$ cat src/rtl/seq_decimalizer.sv
// ---------------------------------------------------------------------------
// seq_decimalizer
//   Sequential binary-to-BCD converter for a group of CHANNELS unsigned
//   values. One input bit is consumed per clock with the shift-add-3
//   (double-dabble) algorithm, channel 0 first. A value that does not fit
//   in DIGITS decimal digits saturates to all nines and raises its
//   overflow flag. The published results change only on the edge that
//   enters DONE, so they stay stable through the next conversion.
//
// Ports
//   clk          : clock, rising edge active
//   rst_n        : asynchronous active-low reset
//   in_valid     : request to convert in_values
//   in_ready     : high in IDLE and DONE (request accepted on in_valid)
//   in_values    : CHANNELS x W_IN packed inputs, channel c at [c*W_IN +: W_IN]
//   out_valid    : one-cycle pulse in the DONE cycle
//   out_digits   : packed BCD, digit d of channel c at [(c*DIGITS+d)*4 +: 4]
//   out_blank    : leading-zero mask, same order as out_digits
//   out_overflow : per-channel saturation flag
// ---------------------------------------------------------------------------
module seq_decimalizer #(
    parameter int W_IN     = 8,
    parameter int DIGITS   = 3,
    parameter int CHANNELS = 6
) (
    input  logic                           clk,
    input  logic                           rst_n,
    input  logic                           in_valid,
    output logic                           in_ready,
    input  logic [CHANNELS*W_IN-1:0]       in_values,
    output logic                           out_valid,
    output logic [CHANNELS*DIGITS*4-1:0]   out_digits,
    output logic [CHANNELS*DIGITS-1:0]     out_blank,
    output logic [CHANNELS-1:0]            out_overflow
);

    localparam int BCD_W  = DIGITS * 4;
    localparam int WORK_W = BCD_W + W_IN;
    localparam int CH_W   = (CHANNELS > 1) ? $clog2(CHANNELS) : 1;
    localparam int BIT_W  = (W_IN > 1) ? $clog2(W_IN) : 1;

    localparam logic [CH_W-1:0]  CH_LAST  = CH_W'(CHANNELS - 1);
    localparam logic [BIT_W-1:0] BIT_LAST = BIT_W'(W_IN - 1);
    localparam logic [31:0]      MAX_VAL  = 32'(10 ** DIGITS - 1);

    typedef enum logic [1:0] {
        IDLE,
        CONVERT,
        DONE
    } state_t;

    state_t state, state_next;

    logic [W_IN-1:0]   cap [CHANNELS];
    logic [BCD_W-1:0]  stage_digits [CHANNELS];
    logic [CHANNELS-1:0] stage_ovf;
    logic [CH_W-1:0]   ch_cnt;
    logic [BIT_W-1:0]  bit_cnt;
    logic [WORK_W-1:0] work;

    logic [WORK_W-1:0] src;
    logic [WORK_W-1:0] step_res;
    logic [31:0]       cap_ext;
    logic              ch_ovf;
    logic [BCD_W-1:0]  ch_digits;
    logic              accept;
    logic              bit_last;
    logic              ch_last;

    // One double-dabble iteration: add 3 to every BCD digit >= 5, then
    // shift the whole register left so the binary MSB enters the BCD field.
    function automatic logic [WORK_W-1:0] dabble_step(input logic [WORK_W-1:0] w);
        logic [WORK_W-1:0] r;
        r = w;
        for (int d = 0; d < DIGITS; d++) begin
            if (r[W_IN + d*4 +: 4] >= 4'd5)
                r[W_IN + d*4 +: 4] = r[W_IN + d*4 +: 4] + 4'd3;
        end
        return {r[WORK_W-2:0], 1'b0};
    endfunction

    function automatic logic [BCD_W-1:0] saturate(input logic [BCD_W-1:0] bcd,
                                                   input logic ovf);
        logic [BCD_W-1:0] r;
        r = bcd;
        if (ovf) begin
            for (int d = 0; d < DIGITS; d++)
                r[d*4 +: 4] = 4'd9;
        end
        return r;
    endfunction

    // A digit is blank when it and every more-significant digit are zero;
    // the units digit always shows.
    function automatic logic [DIGITS-1:0] blank_of(input logic [BCD_W-1:0] bcd);
        logic [DIGITS-1:0] b;
        logic              z;
        b = '0;
        z = 1'b1;
        for (int d = DIGITS - 1; d > 0; d--) begin
            z    = z & (bcd[d*4 +: 4] == 4'd0);
            b[d] = z;
        end
        return b;
    endfunction

    assign accept   = in_valid && in_ready;
    assign bit_last = (bit_cnt == BIT_LAST);
    assign ch_last  = (ch_cnt == CH_LAST);

    // The first bit of every channel starts from a cleared BCD field with
    // the captured value loaded below it.
    always_comb begin
        src = work;
        if (bit_cnt == '0) begin
            src             = '0;
            src[W_IN-1:0]   = cap[ch_cnt];
        end
        step_res = dabble_step(src);
        cap_ext             = '0;
        cap_ext[W_IN-1:0]   = cap[ch_cnt];
        ch_ovf    = (cap_ext > MAX_VAL);
        ch_digits = saturate(step_res[WORK_W-1 -: BCD_W], ch_ovf);
    end

    always_ff @(posedge clk or negedge rst_n) begin
        if (!rst_n)
            state <= IDLE;
        else
            state <= state_next;
    end

    always_comb begin
        state_next = state;
        in_ready   = 1'b0;
        out_valid  = 1'b0;
        case (state)
            IDLE: begin
                in_ready = 1'b1;
                if (in_valid)
                    state_next = CONVERT;
            end
            CONVERT: begin
                if (bit_last && ch_last)
                    state_next = DONE;
            end
            DONE: begin
                in_ready   = 1'b1;
                out_valid  = 1'b1;
                state_next = in_valid ? CONVERT : IDLE;
            end
            default: state_next = IDLE;
        endcase
    end

    always_ff @(posedge clk or negedge rst_n) begin
        if (!rst_n) begin
            for (int c = 0; c < CHANNELS; c++) begin
                cap[c]          <= '0;
                stage_digits[c] <= '0;
            end
            stage_ovf    <= '0;
            ch_cnt       <= '0;
            bit_cnt      <= '0;
            work         <= '0;
            out_digits   <= '0;
            out_blank    <= '0;
            out_overflow <= '0;
        end else if (accept) begin
            for (int c = 0; c < CHANNELS; c++)
                cap[c] <= in_values[c*W_IN +: W_IN];
            ch_cnt  <= '0;
            bit_cnt <= '0;
            work    <= '0;
        end else if (state == CONVERT) begin
            work <= step_res;
            if (bit_last) begin
                bit_cnt              <= '0;
                stage_digits[ch_cnt] <= ch_digits;
                stage_ovf[ch_cnt]    <= ch_ovf;
                if (!ch_last) begin
                    ch_cnt <= ch_cnt + CH_W'(1);
                end else begin
                    // Publish every channel at once; the last channel comes
                    // straight from this cycle's result.
                    for (int c = 0; c < CHANNELS; c++) begin
                        if (c == CHANNELS - 1) begin
                            out_digits[c*BCD_W +: BCD_W]   <= ch_digits;
                            out_blank[c*DIGITS +: DIGITS]  <= blank_of(ch_digits);
                            out_overflow[c]                <= ch_ovf;
                        end else begin
                            out_digits[c*BCD_W +: BCD_W]   <= stage_digits[c];
                            out_blank[c*DIGITS +: DIGITS]  <= blank_of(stage_digits[c]);
                            out_overflow[c]                <= stage_ovf[c];
                        end
                    end
                end
            end else begin
                bit_cnt <= bit_cnt + BIT_W'(1);
            end
        end
    end

endmodule

$ cat config.mk
export PLATFORM = sky130hd
export DESIGN_NAME = seq_decimalizer
export DESIGN_NICKNAME = d
export VERILOG_FILES = /design/src/rtl/seq_decimalizer.sv
export SDC_FILE = /design/constraint.sdc
export NUM_CORES = 1
export LEC_CHECK = 0
export ABC_CLOCK_PERIOD_IN_PS = 5900
export BUFFER_PORTS_ARGS = -buffer_cell sky130_fd_sc_hd__buf_2
export CORE_ASPECT_RATIO = 0.7
export CORE_MARGIN = 2
export CORE_UTILIZATION = 45
export DETAILED_ROUTE_END_ITERATION = 16
export PLACE_DENSITY = 0.66
export SYNTH_ARGS = -nofsm -noshare
export SYNTH_HDL_FRONTEND = slang
export SYNTH_SLANG_ARGS = --single-unit
$ cat constraint.sdc
create_clock -name clk -period 5.9 [get_ports clk]
set_input_delay 0.295 -clock clk [delete_from_list [all_inputs] [get_ports clk]]
set_output_delay 0.295 -clock clk [all_outputs]
set_load 0.005 [all_outputs]
==> flow_summary.toml, run 1 <==
[status]
status = "completed"

[placed_design]
gp_congestion = 0.806
dp.final_hpwl_um = 14300
numPlacedInstances = 1235
port_buffers = 141

[min_path]
min_to = "cap[26]"
hp-class = "primary input to flip-flop"
hp-start = "in_values[18]"
min_path_cells = 2

[sta]
hold_violations = 0
layout_min_cycle_time_ns = 2.68
setup_viol = 0
slew_headroom_pct = 21.2
finClkSkew_ns = 0.00904
rsz0062_at_grt = "false"
period_share_pct = 45.4
slew_violations = 0
setup_tns_ns = 0
max_freq_mhz = 374
worstMarginPinSlew_ns = 1.18

[synthesis]
seq_area_frac_synth_pct = 59.1
async_flop_share_pct = 100
ys_top_cells_by_area = "dfrtp_1 59%, mux2_2 10%, nand2_1 9.9%"
avgSynthCellArea_um2 = 11.3
yosysTopAreaCell = "dfrtp_1"
synth_ff_type = "dfrtp_1"
syn_area_um2 = 9690
synth_common_cells = "255 x nand2_1, 229 x dfrtp_1, 90 x mux2_2"
synth_warnings = 0
synth-seq-cells = 229
synth.distinct_cells = 64
synth_top_area_share_pct = 59.1
synthCells = 857
synth_edf_count = 0
yosys.cell_count.top_type = "nand2_1"

[clocking]
numClockSinks = 229
cts_resized = 0
clkLatencyLatePin_ns = 0.51
clk_path_buf_depth = 3
ctsHtreeMaxLevel = 1
ctsRootBufferMaster = "clkbuf_16"
clk_pin_slew_worst_paths_ns = 0.06
cts_tree = "yes"
cts-buffers-inserted = 23
cts_setup_buffers = 0

[setup_path]
cp_max_fo = 95
r2r_slack_ns = 3.22
critPathArrivalTime_ns = 3.01
worstRegToRegCells = 5
worst-setup-path-type = "flip-flop to flip-flop"
critPathLaunchType = "flip-flop"
reg2reg_from = "ch_cnt[1]"
required_ns = 6.24
end_kind = "flip-flop"
r2r_end = "out_digits[71]"

[pwr]
internal_power_mw = 3.63
p_per_area_nw_per_um2 = 482
p_sw_share_pct = 33.3
peakVddDrop_uv = 264
switchingPower_mw = 1.81
clockPowerShare_pct = 27.0
combPwrFrac_pct = 28.9
p_seq_share_pct = 44.1
power_leakage_nw = 5.83

[floorplan]
die_h_um = 127
core-area_um2 = 20900
core.rowCount = 44
dieArea_um2 = 22700
start_util_pct = 46.3
pin_count = 149
die-width_um = 179

[layout]
multi_input_area_um2 = 3600
ff_latch_area_um2 = 5730
fin_cells = 1277
area_growth_pct = 16.3
nFillCells = 1918
nNetsFinal = 1043
antenna_cells = 0
post-route-util_pct = 53.9
drive_gt1_share_pct = 29.5

[global_route]
overflow = 0
grt_pass1_wl_um = 36100
grt_pass1_vias = 6423
antenna_found_initial = 0
grt_start_max_net_pins = 96
grt_util_all_layers_pct = 19.5

[drt]
wl_per_cell_um = 17.1
firstDrtPassIters = 5
drcViolationCount = 0
vias_per_cell = 5.14
ant_nets = 0
first_iter_violations = 467
wl_um = 21800
vias = 6563

[run]
cap_violations = 0
[how the worst max path moves through the flow]
stage	start	end	slack (ns)	depth (start not counted)
after detailed placement	ch_cnt[1]	out_digits[71]	3.21	5
final	ch_cnt[1]	out_digits[71]	3.22	5
after floorplan	bit_cnt[0]	out_blank[16]	3.67	10
after CTS	ch_cnt[1]	out_digits[71]	3.20	5
after global placement	ch_cnt[1]	out_blank[11]	3.23	5
after global routing	ch_cnt[1]	out_blank[11]	2.95	5
[layout by cell type (no fill, tap or decap), types with 3 or more instances in the layout]
cell type,count
nand2_1,255
dfrtp_1,229
buf_2,140
mux2_2,90
o21ai_0,49
clkbuf_16,23
o31ai_1,13
mux2i_1,13
nor2_1,13
a22o_1,10
or4_1,10
inv_1,9
clkbuf_8,9
nor2b_1,8
a21oi_1,8
buf_4,8
nand2b_1,7
ha_1,7
conb_1,7
nand3_1,6
and2_1,6
clkbuf_1,6
o21ai_1,5
a22oi_1,3
nor3_1,3
mux4_2,3
nand3b_1,3
o211a_1,3
[state kept, by name (all words and copies together) (netlist names)]
register,flops
out_digits,72
stage_digits,60
cap,48
work,19
out_blank,12
out_overflow,5
stage_ovf,5
bit_cnt,3
ch_cnt,3
state,2
[worst max-delay path: stages (launching register included)]
cell	delay [ns]
dfrtp_1	0.79
inv_1	0.27
ha_1	0.34
nand3_4	0.10
buf_4	0.75
o21ai_0	0.22
[cell families after synthesis]
family,synth area share (%)
other,0.0387
XOR/XNOR,0.181
buffers and inverters,4.01
adder cells (fa/ha/maj),0.904
AND/OR/NAND/NOR,14.9
AO/OA/AOI/OAI,8.09
multiplexers,12.7
flip-flops,59.1
[cell type report]
type	count	area share, %
clock inverter	3	0.389
multi-input combinational	571	32.0
sequential	229	50.8
tap	276	3.06
clock buffer	38	6.41
inverter	10	0.355
timing repair buffer	150	6.97
[repair_timing]
action                     CTS  global route
setup endpoints to repair    0             0
hold buffers                 1             0
hold endpoints to repair    91             0
[power by group through the flow]
stage | combinational (mW) | clock, mW | sequential (mW)
CTS | 1.59 | 1.50 | 2.39
global placement | 1.55 | 0 | 2.41
global route | 1.75 | 1.57 | 2.46
floorplan | 1.17 | 0 | 2.27
detailed placement | 1.58 | 0 | 2.41
finish | 1.57 | 1.47 | 2.40
[routing by layer]
layer / global-route usage [%] / up-vias / part of all wire [%]
li1: - / 3173 / -
met3: 4.19 / 26 / 5.3
met5: 0 / - / 0
met2: 28.8 / 149 / 43
met1: 29.8 / 3215 / 50
met4: 3.68 / 0 / 1.5
[stage by stage]
stage	total power, mW	hold WS, ns	worst slack (ns)	area [µm²]
after floorplan	3.44	-0.000591	3.67	9720
after global placement	3.96	0.365	3.23	10500
after detailed placement	4.00	0.369	3.21	10500
after CTS	5.49	0.00191	3.20	11300
after global routing	5.78	0.00976	2.95	11300
final	5.44	0.0204	3.22	11300
No activity file was read; power rests on OpenSTA's default activity.
==> run 2: changes to the inputs <==
--- a/config.mk
+++ b/config.mk
@@ -5,7 +5,8 @@
 export SDC_FILE = /design/constraint.sdc
 export NUM_CORES = 1
 export LEC_CHECK = 0
-export ABC_CLOCK_PERIOD_IN_PS = 5900
+export ABC_AREA = 1
+export ABC_CLOCK_PERIOD_IN_PS = 2700
 export BUFFER_PORTS_ARGS = -buffer_cell sky130_fd_sc_hd__buf_2
 export CORE_ASPECT_RATIO = 0.7
 export CORE_MARGIN = 2
==> constraint.sdc (replaced) <==
create_clock -name clk -period 2.7 [get_ports clk]
set_input_delay 0.135 -clock clk [delete_from_list [all_inputs] [get_ports clk]]
set_output_delay 0.135 -clock clk [all_outputs]
set_load 0.005 [all_outputs]
==> flow_summary.toml, run 2 <==
[synthesis]
yosysTopAreaCell = "dfrtp_1"
synth-seq-cells = 229
synth.distinct_cells = 37
synth_common_cells = "463 x nand2_1, 229 x dfrtp_1, 85 x o21ai_0"
yosys.cell_count.top_type = "nand2_1"
synth_ff_type = "dfrtp_1"
synth_top_area_share_pct = 60.4
synth_warnings = 0
syn_area_um2 = 9500
synthCells = 1077
ys_top_cells_by_area = "dfrtp_1 60%, nand2_1 18%, o21ai_0 4.5%"
synth_edf_count = 0
async_flop_share_pct = 100
avgSynthCellArea_um2 = 8.82
seq_area_frac_synth_pct = 60.4

[drt]
wl_um = 24600
drcViolationCount = 0
wl_met3_um = 1420
first_iter_violations = 661
vias = 7772
top_layer_used = "met4"
ant_nets = 0
drt-met1-wl_um = 12200
wl_met2_um = 10600
vias_per_cell = 5.00
wl_per_cell_um = 15.8
firstDrtPassIters = 5

[placed_design]
dp.final_hpwl_um = 16000
port_buffers = 141
numPlacedInstances = 1467
gp_congestion = 0.819

[min_path]
hp-class = "primary input to async pin"

[layout]
drive_gt1_share_pct = 17.4
top_regs = "out_digits: 72 flops, stage_digits: 60 flops, cap: 48 flops"
regMostFlops = "out_digits"
antenna_cells = 0
nNetsFinal = 1322
final_cell_mix = "462 x nand2_1, 229 x dfrtp_1, 140 x buf_2"
largest_register_ff_count = 72
layout_commonest_cell = "nand2_1"
post-route-util_pct = 56.7
fin_cells = 1554
area_growth_pct = 23.6
nFillCells = 1908

[setup_path]
cp_common_cell = "nand2_1"
cp_slowest_cell = "dfrtp_1"
critPathArrivalTime_ns = 2.77
r2r_slack_ns = 0.37
path_cells = "inv_1, ha_1, nand2_2, nand2_1, ha_1, nand2_1, nand2_1, nand2_1, nand2_1, nand2_1, nand2_1, nor2_1, nand2_1, nand2_1"
critPathMaxStageDelay_ns = 0.35
required_ns = 3.14
worst-setup-path-type = "flip-flop to flip-flop"
cp_max_fo = 11
end_kind = "flip-flop"
critPathLaunchType = "flip-flop"

[sta]
rsz0062_at_grt = "false"
finClkSkew_ns = 0.0122
hold_violations = 0
worstMarginPinSlew_ns = 0.981
period_share_pct = 86.3
setup_tns_ns = 0
max_freq_mhz = 429
setup_viol = 0
layout_min_cycle_time_ns = 2.33
slew_violations = 0
slew_headroom_pct = 34.6

[clocking]
cts_resized = 0
ctsHtreeMaxLevel = 1
cts-buffers-inserted = 22
clk_pin_slew_worst_paths_ns = 0.07
ctsRootBufferMaster = "clkbuf_16"
cts_tree = "yes"
numClockSinks = 229
clkLatencyLatePin_ns = 0.50
clk_path_buf_depth = 3

[floorplan]
core-area_um2 = 20700
die-width_um = 178
core.rowCount = 44
die_h_um = 126
start_util_pct = 45.9
dieArea_um2 = 22300
pin_count = 149

[pwr]
peakVddDrop_uv = 542
p_per_area_nw_per_um2 = 989
power_leakage_nw = 6.24

[global_route]
grt_pass1_vias = 7519
antenna_found_initial = 0
grt_pass1_wl_um = 40100
overflow = 0
grt_util_all_layers_pct = 22.6
grt_start_max_net_pins = 112

[run]
cap_violations = 0

[status]
status = "completed"
[run 2: cell count changes after synthesis, sizes merged, moves of 7 or more]
| cell | previous run | this run |
|---|---|---|
| nand2b | 7 | 0 |
| or4 | 10 | 2 |
| nand3 | 9 | 32 |
| mux2 | 92 | 0 |
| nor2b | 9 | 0 |
| nor2 | 14 | 64 |
| mux2i | 13 | 0 |
| clkbuf | 9 | 19 |
| o31ai | 14 | 0 |
| a22o | 10 | 3 |
| o21ai | 54 | 113 |
| nand2 | 257 | 473 |
| inv | 10 | 61 |
| buf | 44 | 30 |
[run 2: cells by family (layout without fill, tap and decap cells)]
| group | after synthesis | after routing | share of synthesized area (%) |
|---|---|---|---|
| AO/OA/AOI/OAI | 138 | 138 | 8.05 |
| flip-flops | 229 | 229 | 60.4 |
| XOR/XNOR | 2 | 2 | 0.382 |
| AND/OR/NAND/NOR | 587 | 587 | 25.0 |
| adder cells (fa/ha/maj) | 7 | 7 | 0.922 |
| buffers and inverters | 113 | 308 | 5.23 |
| other | 1 | 7 | 0.0395 |
[run 2: worst max-delay path, delay by kind of cell, from the launching register on]
kind / cells / cell delay (ns)
AND/OR/NAND/NOR: 11 / 1.38
adder cells (fa/ha/maj): 2 / 0.46
flip-flops: 1 / 0.35
buffers and inverters: 1 / 0.06
[run 2: path summary, 6_finish.rpt]
kind | cells past startpoint | from | endpoint
setup reg to reg | 14 | bit_cnt[0] | out_blank[16]
max in group asynchronous | 3 | rst_n | out_digits[57]
min in group clk | 4 | in_valid | cap[23]
setup / recovery | 14 | bit_cnt[0] | out_blank[16]
hold / removal | 2 | rst_n | cap[35]
hold reg to reg | 2 | stage_digits[49] | out_digits[13]
[run 2: routing by layer]
layer / track usage, % / vias up
li1: - / 3773
met1: 35.7 / 3763
met2: 33.2 / 210
met3: 3.44 / 26
met4: 3.95 / 0
met5: 0 / -
[run 2: stage by stage]
step | hold slack [ns] | setup WS (ns) | total power [mW] | cell area (µm²)
floorplan | -0.161 | 0.797 | 7.11 | 9520
finish | 0.204 | 0.370 | 11.6 | 11700
global placement | 0.166 | 0.543 | 8.26 | 10500
CTS | 0.188 | 0.375 | 11.7 | 11700
global route | 0.249 | 0.180 | 12.4 | 11700
detailed placement | 0.163 | 0.405 | 8.35 | 10500
[run 2: cell type report]
cell class | count | area [µm²] | area share (%)
timing repair buffer | 206 | 1380 | 11.7
clock inverter | 7 | 113 | 0.959
inverter | 64 | 240 | 2.05
multi-input combinational | 741 | 3300 | 28.1
sequential | 229 | 5730 | 48.8
tap | 276 | 345 | 2.94
clock buffer | 31 | 636 | 5.41
[run 2: what timing repair did]
item,CTS,global route
buffers inserted,0,0
hold buffers,49,0
hold endpoints to repair,120,0
[run 2: power by group]
part | total [mW] | internal [mW] | switching, mW
sequential | 4.84 | 4.30 | 0.545
clock | 3.22 | 1.92 | 1.29
combinational | 3.55 | 1.19 | 2.36
